===== config.mk =====
export PLATFORM = sky130hd
export DESIGN_NAME = seq_addsub_flat
export DESIGN_NICKNAME = d
export VERILOG_FILES = /design/src/rtl/seq_addsub_if.sv /design/src/rtl/seq_addsub.sv /design/src/flat_wrapper.sv
export SDC_FILE = /design/constraint.sdc
export NUM_CORES = 1
export LEC_CHECK = 0
export BUFFER_PORTS_ARGS = -buffer_cell sky130_fd_sc_hd__buf_2
export CORE_MARGIN = 1.5
export CORE_UTILIZATION = 60
export CTS_CLUSTER_SIZE = 14
export DETAILED_ROUTE_END_ITERATION = 8
export PLACE_DENSITY = 0.83
export SLEW_MARGIN = 10
export SYNTH_ARGS = -nofsm -noshare
export SYNTH_HDL_FRONTEND = slang
export SYNTH_SLANG_ARGS = --single-unit

===== constraint.sdc =====
create_clock -name clk -period 5.5 [get_ports clk]
set_input_delay 0.275 -clock clk [delete_from_list [all_inputs] [get_ports clk]]
set_output_delay 0.275 -clock clk [all_outputs]
set_load 0.1 [all_outputs]

===== src/rtl/seq_addsub_if.sv =====
// seq_addsub_if: start/done handshake and operand/result bus for seq_addsub.
// The master drives the request and operands; the slave (the adder) drives
// busy/done and the registered result flags.
interface seq_addsub_if #(
    parameter int WIDTH = 16
);
    logic             start;
    logic             sub;
    logic [WIDTH-1:0] A;
    logic [WIDTH-1:0] B;
    logic             busy;
    logic             done;
    logic [WIDTH-1:0] D;
    logic             Cout;
    logic             ovf;

    modport master (
        output start, sub, A, B,
        input  busy, done, D, Cout, ovf
    );

    modport slave (
        input  start, sub, A, B,
        output busy, done, D, Cout, ovf
    );
endinterface


===== src/rtl/seq_addsub.sv =====
// seq_addsub: multi-cycle adder/subtractor. Operands are processed CHUNK bits
// per clock through one CHUNK-wide adder, with the inter-chunk carry held in a
// register. An operation takes N = WIDTH/CHUNK cycles after start is sampled.
//
// Optional build macro SEQ_ADDSUB_SAT_EN: when defined, D saturates to the
// signed limits on overflow (ovf and Cout still report the raw result).
// When undefined, D wraps modulo 2^WIDTH and no saturation logic exists.
//
// state | meaning
// IDLE  | waiting for start; result registers hold the last operation
// BUSY  | processing chunk cnt_q; returns to IDLE after chunk N-1
module seq_addsub #(
    parameter int WIDTH = 16,
    parameter int CHUNK = 4
) (
    input  logic         clk,
    input  logic         rst_n,
    seq_addsub_if.slave  bus
);

    localparam int N  = WIDTH / CHUNK;
    localparam int CW = (N > 1) ? $clog2(N) : 1;

    if (WIDTH % CHUNK != 0) begin : g_width_chk
        $error("seq_addsub: WIDTH (%0d) must be a multiple of CHUNK (%0d)", WIDTH, CHUNK);
    end

    typedef enum logic {
        IDLE = 1'b0,
        BUSY = 1'b1
    } state_t;

    state_t           state_q;
    state_t           state_nxt;

    logic [WIDTH-1:0] a_q;
    logic [WIDTH-1:0] b_q;
    logic             sub_q;
    logic             carry_q;
    logic [CW-1:0]    cnt_q;
    logic [WIDTH-1:0] part_q;

    logic [WIDTH-1:0] d_q;
    logic             cout_q;
    logic             ovf_q;
    logic             done_q;

    logic             load;
    logic             step;
    logic             last;
    logic             finish;

    logic [CHUNK-1:0] a_chunk;
    logic [CHUNK-1:0] b_chunk;
    logic [CHUNK:0]   sum;
    logic [WIDTH-1:0] part_nxt;
    logic [WIDTH-1:0] d_nxt;
    logic             ovf_nxt;

    // State register
    always_ff @(posedge clk or negedge rst_n) begin
        if (!rst_n) begin
            state_q <= IDLE;
        end else begin
            state_q <= state_nxt;
        end
    end

    // Next-state and control strobes
    always_comb begin
        state_nxt = state_q;
        load      = 1'b0;
        step      = 1'b0;
        case (state_q)
            IDLE: begin
                if (bus.start) begin
                    load      = 1'b1;
                    state_nxt = BUSY;
                end
            end
            BUSY: begin
                step = 1'b1;
                if (last) begin
                    state_nxt = IDLE;
                end
            end
            default: state_nxt = IDLE;
        endcase
    end

    assign last   = (cnt_q == CW'(N - 1));
    assign finish = step & last;

    // Chunk select, chunk add and merge of the new chunk into the partial result
    always_comb begin
        a_chunk  = '0;
        b_chunk  = '0;
        for (int k = 0; k < N; k++) begin
            if (cnt_q == CW'(k)) begin
                a_chunk = a_q[k*CHUNK +: CHUNK];
                b_chunk = b_q[k*CHUNK +: CHUNK];
            end
        end

        sum = {1'b0, a_chunk}
            + {1'b0, b_chunk ^ {CHUNK{sub_q}}}
            + {{CHUNK{1'b0}}, carry_q};

        part_nxt = part_q;
        for (int k = 0; k < N; k++) begin
            if (cnt_q == CW'(k)) begin
                part_nxt[k*CHUNK +: CHUNK] = sum[CHUNK-1:0];
            end
        end

        // Overflow uses the effective second operand (inverted for subtract).
        ovf_nxt = (a_q[WIDTH-1] == (b_q[WIDTH-1] ^ sub_q))
               && (part_nxt[WIDTH-1] != a_q[WIDTH-1]);

        d_nxt = part_nxt;
`ifdef SEQ_ADDSUB_SAT_EN
        if (ovf_nxt) begin
            d_nxt = a_q[WIDTH-1] ? {1'b1, {(WIDTH-1){1'b0}}}
                                 : {1'b0, {(WIDTH-1){1'b1}}};
        end
`endif
    end

    // Operand capture, chunk iteration and result update on the final chunk
    always_ff @(posedge clk or negedge rst_n) begin
        if (!rst_n) begin
            a_q     <= '0;
            b_q     <= '0;
            sub_q   <= 1'b0;
            carry_q <= 1'b0;
            cnt_q   <= '0;
            part_q  <= '0;
            d_q     <= '0;
            cout_q  <= 1'b0;
            ovf_q   <= 1'b0;
            done_q  <= 1'b0;
        end else begin
            done_q <= finish;
            if (load) begin
                a_q     <= bus.A;
                b_q     <= bus.B;
                sub_q   <= bus.sub;
                carry_q <= bus.sub;
                cnt_q   <= '0;
                part_q  <= '0;
            end else if (step) begin
                part_q  <= part_nxt;
                carry_q <= sum[CHUNK];
                cnt_q   <= finish ? '0 : cnt_q + 1'b1;
                if (finish) begin
                    d_q    <= d_nxt;
                    cout_q <= sum[CHUNK];
                    ovf_q  <= ovf_nxt;
                end
            end
        end
    end

    assign bus.busy = (state_q == BUSY);
    assign bus.done = done_q;
    assign bus.D    = d_q;
    assign bus.Cout = cout_q;
    assign bus.ovf  = ovf_q;

endmodule


===== src/flat_wrapper.sv =====
// flat-port wrapper written by rule: the top's interface ports become plain ports
module seq_addsub_flat 
#(
    parameter int WIDTH = 16,
    parameter int CHUNK = 4
)
  (clk, rst_n, bus_start, bus_sub, bus_A, bus_B, bus_busy, bus_done, bus_D, bus_Cout, bus_ovf);
  seq_addsub_if #(.WIDTH(WIDTH)) bus_i ();
  input  logic clk;
  input  logic rst_n;
  input wire logic [$bits(bus_i.start)-1:0] bus_start;
  input wire logic [$bits(bus_i.sub)-1:0] bus_sub;
  input wire logic [$bits(bus_i.A)-1:0] bus_A;
  input wire logic [$bits(bus_i.B)-1:0] bus_B;
  output wire logic [$bits(bus_i.busy)-1:0] bus_busy;
  output wire logic [$bits(bus_i.done)-1:0] bus_done;
  output wire logic [$bits(bus_i.D)-1:0] bus_D;
  output wire logic [$bits(bus_i.Cout)-1:0] bus_Cout;
  output wire logic [$bits(bus_i.ovf)-1:0] bus_ovf;
  assign bus_i.start = bus_start;
  assign bus_i.sub = bus_sub;
  assign bus_i.A = bus_A;
  assign bus_i.B = bus_B;
  assign bus_busy = bus_i.busy;
  assign bus_done = bus_i.done;
  assign bus_D = bus_i.D;
  assign bus_Cout = bus_i.Cout;
  assign bus_ovf = bus_i.ovf;
  seq_addsub #(.WIDTH(WIDTH), .CHUNK(CHUNK)) u_core (.clk(clk), .rst_n(rst_n), .bus(bus_i));
endmodule

### Word level (Yosys, flattened, before mapping)

Cells that the tools add are included.

| word-level totals | value |
|---|---|
| bits in registers | 72 |
| input bits | 36 |
| logic and storage cells | 52 |

| operators by class | value |
|---|---|
| add/subtract/negate cells | 3 |
| equality and inequality tests | 5 |
| mux-type cells | 24 |
| bitwise logic cells | 5 |
| reduce and logical (&&, ||, !) cells | 4 |

Operators by type and width:

| cell | count |
|---|---|
| $mux 4 | 12 |
| $mux 16 | 2 |
| $mux 1 | 6 |
| $mux 2 | 3 |
| $add 4x4->5 | 1 |
| $add 5x1->5 | 1 |
| $eq 2x2->1 const B | 2 |
| $xor 4x4->4 | 1 |
| $reduce_and 3->1 | 1 |
| $add 2x1->2 const B | 1 |
| $eq 2x1->1 const B | 1 |
| $logic_not 2->1 | 1 |
| $not 1->1 | 2 |
| $pmux 1 s2 | 1 |
| $reduce_bool 2->1 | 1 |
| $and 1x1->1 | 1 |
| $eq 1x1->1 | 1 |
| $logic_and 1x1->1 | 1 |
| $ne 1x1->1 | 1 |
| $xor 1x1->1 | 1 |

### Depth between registers and ports, before layout

| depth | value |
|---|---|
| depth in word-level cells | 11 |
| gate-level depth with buffers | 14 |
| mapped depth without buffers | 13 |

### Worst setup path after synthesis

Ideal clock, no wire load.

| timing | value |
|---|---|
| path kind | register -> register |
| from | reg u_core.cnt_q[0] |
| to | reg u_core.part_q[10] |
| setup time | 136 ps |
| arrival time | 2485 ps |
| data required time | 5364 ps |
| setup slack | 2880 ps |
| cell stages (with the launch flop) | 15 |
| cells stage by stage | dfrtp_1 > inv_1 > ha_1 > clkbuf_2 > buf_2 > a221oi_1 > nor3_1 > a21oi_1 > fa_1 > inv_1 > fa_1 > xnor2_1 > nand2_1 > o21ai_0 > o21ai_0 |

| between the ends | value |
|---|---|
| word-level cells in the longest chain between the ends | 11 |
| elaborated cells on any way between the ends | 18 |
| classes of those cells | add/sub: 2; eq/ne: 3; mux: 11; bitwise: 1; reduce/logical: 1 |

Ends and longest elaborated chain:

| item | RTL line | text |
|---|---|---|
| start: declaration | seq_addsub.sv:40 | `logic [CW-1:0] cnt_q;` |
| start signal: assignment | seq_addsub.sv:154 | `cnt_q <= finish ? '0 : cnt_q + 1'b1;` |
| $logic_not 2->1 | seq_addsub.sv:99 | `if (cnt_q == CW'(k)) begin` |
| $mux 4 (4 in series) | seq_addsub.sv:99 |  |
| $xor 4x4->4 | seq_addsub.sv:106 | `+ {1'b0, b_chunk ^ {CHUNK{sub_q}}}` |
| $add 4x4->5 | seq_addsub.sv:106 |  |
| $add 5x1->5 | seq_addsub.sv:107 | `+ {{CHUNK{1'b0}}, carry_q};` |
| $mux 4 (*) | seq_addsub.sv:111 | `if (cnt_q == CW'(k)) begin` |
| $mux 16 (*) | seq_addsub.sv:151 | `end else if (step) begin` |
| $mux 16 (*) | seq_addsub.sv:144 | `if (load) begin` |
| end signal: assignment | seq_addsub.sv:152 | `part_q <= part_nxt;` |
| end: declaration | seq_addsub.sv:41 | `logic [WIDTH-1:0] part_q;` |

Mark *: on every way between the ends. The rest lies on a longest branch, timed or not. The select of a mux whose other input is x is not followed.
A chain may end at the register's enable or synchronous reset.

### Final worst setup path

| timing | value |
|---|---|
| from | reg u_core.cnt_q[1] |
| to | reg u_core.part_q[10] |

Same word-level chain as after synthesis.

==> summary.md <==
| Metric | Value |
|---|---|
| Unrepaired setup endpoints after global routing | false |
| CP peak stage delay | 0.70 ns |
| CP max stage cell | ha_1 |
| Synth Cell Area | roughly 3200 µm² |
| Initial antenna violation count | 0 |
| Root Buffer | clkbuf_8 |
| Most common cell after layout, fill and taps aside | dfrtp_1 |
| Clk sinks | a little under 70 |
| Syn_area_per_cell | 10.6 µm² |
| F_max | around 0.29 GHz |
| Setup bufs post-CTS | 0 |
| Clk pin slew, worst setup/hold paths | 0.07 ns |
| Cells after Synth | about 300 |
| FP Rows | 26 |
| I/O pin cnt | 56 |
| Post-synthesis register bit count | just under 70 |
| Final ANT Viol Nets | 0 |
| Max Root-Sink Buffers | 2 |
| Port bufs | 55 |
| Placed Area | approximately 3500 µm² |
| Share of cells above drive strength 1 | about 30% |
| Skew-Pair Late Insertion Delay | between 0.3 and 0.4 ns |
| Die X | about 76 µm |
| GP Congestion | roughly 0.77 |
| Fillers | 420 |
| Post-cts repair resize count | 0 |
| Worst setup margin | around 2.1 ns |
| Vias post-DR | roughly 2300 |
| Yosys cell types | 36 |
| TritonCTS Buffers | 9 |
| Hold Path Class | input port to asynchronous set/reset pin |
| Slew Limit Fails | 0 |
| Fin nets | about 400 |
| WL per Instance | between 10 and 15 µm |
| Setup TNS | 0 ns |
| Period utilization | 61.7% |
| Vias per cell | 5.51 |
| Tot GR Track Use | 23.4% |
| Worst slew pin tran | roughly 0.84 ns |
| WP data arrival | 3.60 ns |
| Area share of the largest cell type after synthesis | a little over half |
| Post-route cell area | between 3000 and 4000 µm² |
| Cell taking the most area after synthesis | dfrtp_1 |
| Post-CTS Hold Buffers | 0 |
| Vias in the first global route | approximately 2300 |
| Initial core utilization | 62.5% |
| CP Max Fanout | 24 |
| Tmin final | approximately 3.4 ns |
| Dpl hpwl | around 4200 µm |
| Relative slew slack | between 40% and 50% |
| Reg area | approximately 1700 µm² |
| Area taken by multi-input logic gates | roughly 1400 µm² |
| Crit Path Class | flop to flop |
| CP startpoint kind | flop |
| Die area | approximately 5800 µm² |
| N_diodes | 0 |
| Final hold violations | 0 |
| Post-Syn Nets | 349 |
| Pre-CTS WS | roughly 2.2 ns |
| Synth Warn # | 0 |
| TritonRoute pass-1 iters | 5 |
| Crit-path cells | inv_1 -> ha_1 -> nor2b_1 -> a221oi_1 -> nor3_1 -> a21oi_1 -> fa_1 -> inv_1 -> fa_1 -> xnor2_1 -> nand2_1 -> o21ai_0 -> o21ai_0 |
| Initial drt markers | 133 |
| Area delta synth->final | 13.6% |
| Largest delay share family, worst path | adder cells |
| Global route overflow | 0 |
| # setup viols final | 0 |
| Post-route DRC | 0 |
| Buf+Inv Stages, Crit Path | 2 |
| Clk_skew | approximately 0.0050 ns |
| Maxcap violations | 0 |
| Status | complete, no violations |
| Core area | about 5100 µm² |
| TritonCTS clock tree | yes |
| Critical Path RT | ~5.7 ns |
| Total Routed Length | between 6000 and 7000 µm |
| Register area share after synthesis | between 50 and 60% |
| Most area-consuming cells after synthesis | dfrtp_1 (53%), mux2_2 (11%), o21ai_0 (6.1%) |
| CTS H-tree lvls | 3 |
| First-pass GRT wire length | about 11000 µm |
| Die H | approximately 76 µm |
| Crit path capture type | flop |
| Largest net degree at the start of global routing | slightly below 70 |
| Commonest cells after routing, fill and taps aside | dfrtp_1 (68), buf_2 (55), nand2_1 (52) |
## flip-flops by register name, summed over array words and instances, names as in the netlist
register / cells
u_core.bus.Cout: 1
u_core.cnt_q: 2
u_core.part_q: 12
u_core.bus.ovf: 1
u_core.a_q: 16
u_core.bus.busy: 1
u_core.bus.D: 16
u_core.b_q: 16
u_core.carry_q: 1
u_core.bus.done: 1
u_core.sub_q: 1
## worst paths after layout
path | end | slack [ns] | from | cells past startpoint
worst min-delay path | u_core.bus.D[0] | 0.11 | rst_n | 2
max in group asynchronous | u_core.a_q[1] | 4.88 | rst_n | 2
worst min register to register | u_core.bus.D[13] | 0.47 | u_core.bus.D[13] | 2
worst max-delay path | u_core.part_q[10] | 2.11 | u_core.cnt_q[1] | 13
worst max register to register | u_core.part_q[10] | 2.11 | u_core.cnt_q[1] | 13
min in group clk | u_core.b_q[11] | 0.13 | bus_B[11] | 3
## cell type report
cell class                 instances  share of cell area (%)
sequential                        68                    46.6
clock buffer                      13                    4.35
timing repair buffer              57                    7.95
clock inverter                     2                   0.274
inverter                          11                    1.13
tap                               70                    2.40
multi-input combinational        204                    37.3
## cell families (layout without fill, tap and decap cells)
group	count (synthesis)	after routing	synth area share, %
fa+ha+maj	9	9	3.97
mux	37	37	12.7
simple gates	76	76	10.7
buf+inv	32	83	4.75
xor+xnor	7	7	2.14
compound gates	75	75	12.7
flops	68	68	53.0
## Yosys cell counts
master and instances:
o31ai_1 1, nand4_1 1, buf_6 1, inv_2 1, dfrtp_1 68, o211a_1 1, o22ai_1 6, nor3b_1 3
nand3_1 1, a21oi_1 21, xor2_2 1, clkbuf_1 6, mux2i_1 7, nor4b_1 1, ha_1 7, nor2b_1 3
clkbuf_2 1, buf_4 3, a21o_1 2, nor2_1 5, nand2_1 52, buf_2 10, inv_1 10, nand2b_1 2
o21ai_0 39, a221oi_1 1, nor4_1 1, a22oi_1 4, nand3b_1 4, xnor2_1 5, mux2_2 30, nand4b_1 1
nor3_1 1, xor2_1 1, fa_1 2, nand2_2 1
## worst register-to-register path, delay by kind of cell, from the launching register on
family                   cells  cell delay (ns)
AO/OA/AOI/OAI                4             0.75
XOR/XNOR                     1             0.34
adder cells (fa/ha/maj)      3             1.31
buffers and inverters        2             0.17
flip-flops                   1             0.40
AND/OR/NAND/NOR              3             0.28
## per-stage QoR
step,util [%],hold WS [ns],cells
global placement,67.7,0.456,410
detailed placement,67.7,0.463,410
CTS,71.0,0.126,425
floorplan,-,-0.0206,304
finish,71.0,0.106,425
global route,71.0,0.150,425
## per-layer routing
layer  part of all wire (%)  vias to the layer above  wire [µm]  global-route usage [%]
met1                     45                     1118       2730                    30.8
met3                    5.4                       20        326                    5.75
met2                     47                       70       2840                    37.1
met5                      0                        -          0                       0
li1                       -                     1133          -                       -
met4                    2.5                        0        151                    10.2
Power is not shown: default switching activity piles up to over one toggle a cycle in this logic, so the estimate is an artifact.
